--- src/rtl/bit_stuff_stream.sv ---
// Serial bit stuffer: inserts a 0 after MAX_ONES consecutive 1s, leaving the packet sync field
// unstuffed. Define BIT_STUFF_NRZI_EN to NRZI-encode out_bit.
module bit_stuff_stream #(
  parameter int unsigned MAX_ONES  = 6,
  parameter int unsigned SKIP_BITS = 8,
  parameter int unsigned CNT_W     = 8
) (
  input  logic             clk,
  input  logic             rst_L,
  input  logic             start,
  input  logic             in_bit,
  input  logic             in_valid,
  input  logic             in_last,
  output logic             pause,
  output logic             out_bit,
  output logic             out_valid,
  output logic             out_last,
  output logic [CNT_W-1:0] stuff_cnt
);

  localparam logic [1:0] IDLE = 2'd0;
  localparam logic [1:0] SKIP = 2'd1;
  localparam logic [1:0] RUN  = 2'd2;
  localparam logic [1:0] TAIL = 2'd3;

  localparam logic [3:0] ONES_MAX = 4'(MAX_ONES);
  localparam logic [4:0] SKIP_MAX = 5'(SKIP_BITS);

`ifdef BIT_STUFF_NRZI_EN
  localparam logic BIT_RST = 1'b1;
`else
  localparam logic BIT_RST = 1'b0;
`endif

  logic [1:0]       state_q, state_d;
  logic [3:0]       ones_q, ones_d;
  logic [4:0]       skip_q, skip_d;
  logic [CNT_W-1:0] stuff_q, stuff_d, stuff_inc;
  logic             out_valid_q, out_valid_d;
  logic             out_last_q, out_last_d;
  logic             out_bit_q, out_bit_d;
  logic             raw_d;
  logic             accept;

  // Decoded from registered state only, so upstream sees no combinational loop.
  assign pause  = (state_q == RUN && ones_q == ONES_MAX) || (state_q == TAIL);
  assign accept = in_valid & ~pause;
  assign stuff_inc = (stuff_q == '1) ? stuff_q : stuff_q + CNT_W'(1);

  always_comb begin
    state_d     = state_q;
    ones_d      = ones_q;
    skip_d      = skip_q;
    stuff_d     = stuff_q;
    out_valid_d = 1'b0;
    out_last_d  = 1'b0;
    raw_d       = 1'b0;

    if (state_q == TAIL) begin
      out_valid_d = 1'b1;
      out_last_d  = 1'b1;
      stuff_d     = stuff_inc;
      ones_d      = 4'd0;
      state_d     = IDLE;
    end else if (pause) begin
      // Stuffed 0; the held input bit is consumed on a later cycle.
      out_valid_d = 1'b1;
      ones_d      = 4'd0;
      stuff_d     = stuff_inc;
    end else if (accept && start) begin
      out_valid_d = 1'b1;
      raw_d       = in_bit;
      stuff_d     = '0;
      ones_d      = 4'd0;
      skip_d      = 5'd1;
      if (in_last) begin
        out_last_d = 1'b1;
        state_d    = IDLE;
      end else begin
        state_d = (SKIP_BITS == 1) ? RUN : SKIP;
      end
    end else if (accept) begin
      case (state_q)
        SKIP: begin
          out_valid_d = 1'b1;
          raw_d       = in_bit;
          skip_d      = skip_q + 5'd1;
          if (skip_q + 5'd1 == SKIP_MAX) state_d = RUN;
          if (in_last) begin
            out_last_d = 1'b1;
            state_d    = IDLE;
          end
        end
        RUN: begin
          out_valid_d = 1'b1;
          raw_d       = in_bit;
          ones_d      = in_bit ? ones_q + 4'd1 : 4'd0;
          if (in_last) begin
            if (in_bit && ones_q + 4'd1 == ONES_MAX) begin
              state_d = TAIL;
            end else begin
              out_last_d = 1'b1;
              ones_d     = 4'd0;
              state_d    = IDLE;
            end
          end
        end
        default: ;
      endcase
    end
  end

`ifdef BIT_STUFF_NRZI_EN
  logic level_base;
  // Level restarts at 1 in the cycle after a packet's final bit.
  assign level_base = out_last_q ? 1'b1 : out_bit_q;
  assign out_bit_d  = out_valid_d ? (raw_d ? level_base : ~level_base) : level_base;
`else
  assign out_bit_d  = raw_d;
`endif

  always_ff @(posedge clk or negedge rst_L) begin
    if (!rst_L) begin
      state_q     <= IDLE;
      ones_q      <= 4'd0;
      skip_q      <= 5'd0;
      stuff_q     <= '0;
      out_valid_q <= 1'b0;
      out_last_q  <= 1'b0;
      out_bit_q   <= BIT_RST;
    end else begin
      state_q     <= state_d;
      ones_q      <= ones_d;
      skip_q      <= skip_d;
      stuff_q     <= stuff_d;
      out_valid_q <= out_valid_d;
      out_last_q  <= out_last_d;
      out_bit_q   <= out_bit_d;
    end
  end

  assign out_bit   = out_bit_q;
  assign out_valid = out_valid_q;
  assign out_last  = out_last_q;
  assign stuff_cnt = stuff_q;

endmodule

--- config.mk ---
export PLATFORM = sky130hd
export DESIGN_NAME = bit_stuff_stream
export DESIGN_NICKNAME = d
export VERILOG_FILES = /design/src/rtl/bit_stuff_stream.sv
export SDC_FILE = /design/constraint.sdc
export NUM_CORES = 1
export LEC_CHECK = 0
export BUFFER_PORTS_ARGS = -buffer_cell sky130_fd_sc_hd__buf_4
export CAP_MARGIN = 15
export CORE_MARGIN = 3
export CORE_UTILIZATION = 55
export CTS_BUF_LIST = sky130_fd_sc_hd__clkbuf_16
export CTS_CLUSTER_SIZE = 12
export DETAILED_ROUTE_END_ITERATION = 10
export PLACE_DENSITY = 0.78
export SYNTH_ARGS = -nofsm -noshare
export SYNTH_HDL_FRONTEND = slang
export SYNTH_SLANG_ARGS = --single-unit
--- constraint.sdc ---
create_clock -name clk -period 2.6 [get_ports clk]
set_input_delay 0.52 -clock clk [delete_from_list [all_inputs] [get_ports clk]]
set_output_delay 0.52 -clock clk [all_outputs]
set_load 0.02 [all_outputs]
==> key figures <==
GRT
  – Initial antenna violation count: 0
  – GRT Total Usage: around a fifth
  – Largest net degree at the start of global routing: 23
  – Number of global-route vias before repair: 1071
  – First-pass GRT wire length: 4.76 mm
  – Grt total ovfl: 0

Floorplanning
  – Number of cell rows: 17
  – Die Wd: 55.9 um
  – Die Footprint: 3130 sq um
  – I/O pin count: 18
  – Die height: 55.9 um
  – Initial Utilization: between 50% and 60%
  – Placeable Area: ~2300 sq um

Synth
  – Number of synthesized register bits: 22
  – Syn avg cell area: 9.45 sq um
  – Post-Synthesis Cells: 145
  – YS warnings: 0
  – Largest area contributor in the netlist: dfrtp_1
  – Main flop type after synthesis: dfrtp_1
  – Share of the synthesized area in the top cell type: about 40%
  – Synth async-reset ratio: 100%
  – Register area share after synthesis: 40.2%
  – Post-synth net total: approximately 160
  – Netlist Area Pre-Place: 1370 sq um
  – EDFF count, synth: 0
  – Dominant cells by area after synthesis: dfrtp_1, ha_1, o21ai_0, nand2_1, nor2_1
  – Synth cell types: between 40 and 50

STA
  – Fin Clk Skew: between 3 and 4 ps
  – RSZ-0062 raised after global routing: no
  – Period utilisation layout: 91.8%
  – Tightest Pin Transition: 441 ps
  – Final Critical Period: 2390 ps
  – Max_slew headroom: between 70% and 80%
  – Highest clock rate: 419 MHz
  – Setup violators final: 0
  – Hold Vio Cnt, Final: 0
  – Max-slew violations: 0
  – Setup TNS: 0 ps

Clock network
  – CTS sink cnt: 22
  – Clock Path Buffers: 2
  – Post-CTS Hold Buffers: 0
  – # H-tree levels: 1
  – Worst skew pair latency: 260 ps
  – Buffer count from post-CTS setup fixing: 0
  – Clock root cell: clkbuf_16
  – CTS Buf Count: 3
  – Cts repair resizes: 0
  – Clk pin slew, worst setup/hold paths: 60 ps
  – CTS tree: done

Power and ir drop
  – Clock power frac: 33.2%
  – Reg power frac: 36.7%
  – Sw frac: 32.2%
  – P_int: 886 uW
  – Combinational power share: 30.1%
  – PwrDens: just over 800 nW/um^2
  – Switching power: 421 uW
  – Leakage power: roughly 0.73 nW
  – Maximum vdd drop: 0.523 mV

Setup path
  – Setup crit end kind: output pin
  – CP arrival: between 1500 and 2000 ps
  – Startpoint types: flip-flop
  – Required time of the critical path: 2080 ps
  – Max FO, Critical Path: 8
  – Critical path class: flip-flop to output pin

Drt
  – Post-route DRC: 0
  – Final WL: 2.83 mm
  – Post-route ant nets: 0
  – Initial DRT Pass Iterations: 4
  – Initial drt markers: 20
  – Wire per inst: roughly 15 um
  – DR vias: roughly 1100
  – Vias per cell: 6.03

Cells and area
  – Final antenna diode count: 0
  – Layout cell share with drive strength beyond 1: 21.0%
  – Most frequent cells in the layout: dfrtp_1, buf_4, nor2_1, nand2_1, o21ai_0
  – Fin cells: 190
  – Synthesis-to-finish area growth: 16.1%
  – Most common cell after layout, fill and taps aside: dfrtp_1
  – Filler Cells Inserted: 171
  – Nets@finish: about 180

Status
  – Outcome: finished clean

Run
  – Maxcap violations: 0

Placement
  – Routability congestion estimate: 0.844
  – Port buffer count: 17
  – DP Wirelength: 2.06 mm
  – Cells after DPL: between 150 and 200

Hold path
  – Worst hold path class: input port to async pin
==> power by group through the flow <==
stage          combinational (mW)  sequential, mW  clock (mW)
5_1_grt                     0.433           0.492       0.455
4_1_cts                     0.394           0.478       0.445
2_1_floorplan               0.260           0.500           0
3_3_place_gp                0.379           0.479           0
6_report                    0.394           0.480       0.434
3_5_place_dp                0.388           0.484           0
==> through the flow <==
step | utilization (%) | cell area (sq um) | setup slack (ps) | hold slack [ps] | power [mW]
after global routing | 69.2 | 1590 | 89.8 | 159 | 1.38
final | 69.2 | 1590 | 214 | 139 | 1.31
after floorplan | - | 1370 | 541 | 224 | 0.760
after global placement | 64.7 | 1490 | 502 | 423 | 0.858
after detailed placement | 64.7 | 1490 | 391 | 425 | 0.873
after CTS | 69.2 | 1590 | 232 | 146 | 1.32
==> worst max-delay path, stage by stage (launching register included) <==
cell and delay (ps):
dfrtp_1 410, inv_1 80, ha_1 290, and4b_1 420, nor2_1 120, inv_2 130, buf_4 150
==> routing by layer <==
layer  up-vias  wire length [um]  share of wire (%)  global-route usage, %
met3         5               140                4.9                   3.48
met1       537              1250                 44                   23.6
met4         0                54                1.9                   10.2
met5         -                 0                  0                      0
met2        33              1390                 49                   31.9
li1        571                 -                  -                      -
==> cell families (layout without fill, tap and decap cells) <==
kind of cell    after synthesis  after routing  share of synthesized area (%)
fa+ha+maj                     8              8                           7.31
compound gates               38             38                           18.3
buf+inv                      14             31                           6.48
mux                           4              4                           3.10
flops                        22             22                           40.2
xor+xnor                      1              1                          0.639
simple gates                 58             58                           24.0
==> synthesized netlist by cell type, types with 2 or more instances <==
library cell  number
nand2b_1           3
nor2_1            13
o21ai_1            2
a21o_1             2
ha_1               8
and3_1             2
a211oi_1           2
nor4b_1            2
nand3_1            7
nand2_1           13
and4_1             2
o211ai_1           2
mux2_2             2
nor3_1             4
mux2i_1            2
a31oi_1            4
a21oi_1            5
buf_6              4
inv_1              8
nand4_1            3
dfrtp_1           22
o21ai_0           10
==> layout make-up <==
type	instances	area, sq um	area share [%]
flip-flops and latches	22	551	34.6
inverters	9	33.8	2.12
clock inverters	1	30.0	1.89
repair buffers	18	135	8.50
multi-input cells	109	731	45.9
clock buffers	3	75.1	4.72
well taps	28	35.0	2.20
==> worst paths after layout <==
| kind | from | endpoint | slack, ps | cells after the start |
|---|---|---|---|---|
| max | state_q[0] | pause | 210 | 6 |
| min in group clk | skip_q[4] | skip_q[4] | 510 | 1 |
| max in group asynchronous | rst_L | state_q[0] | 2240 | 1 |
| min reg2reg | skip_q[4] | skip_q[4] | 510 | 1 |
| min | rst_L | skip_q[3] | 140 | 1 |
| max reg2reg | state_q[0] | state_q[0] | 360 | 7 |
==> flip-flops by register name, summed over array words and instances, names as in the netlist <==
register   flops
ones_q         4
stuff_cnt      8
state_q        2
skip_q         5
out_bit        1
out_last       1
out_valid      1
Note: power is estimated with default switching activity, not from simulation.
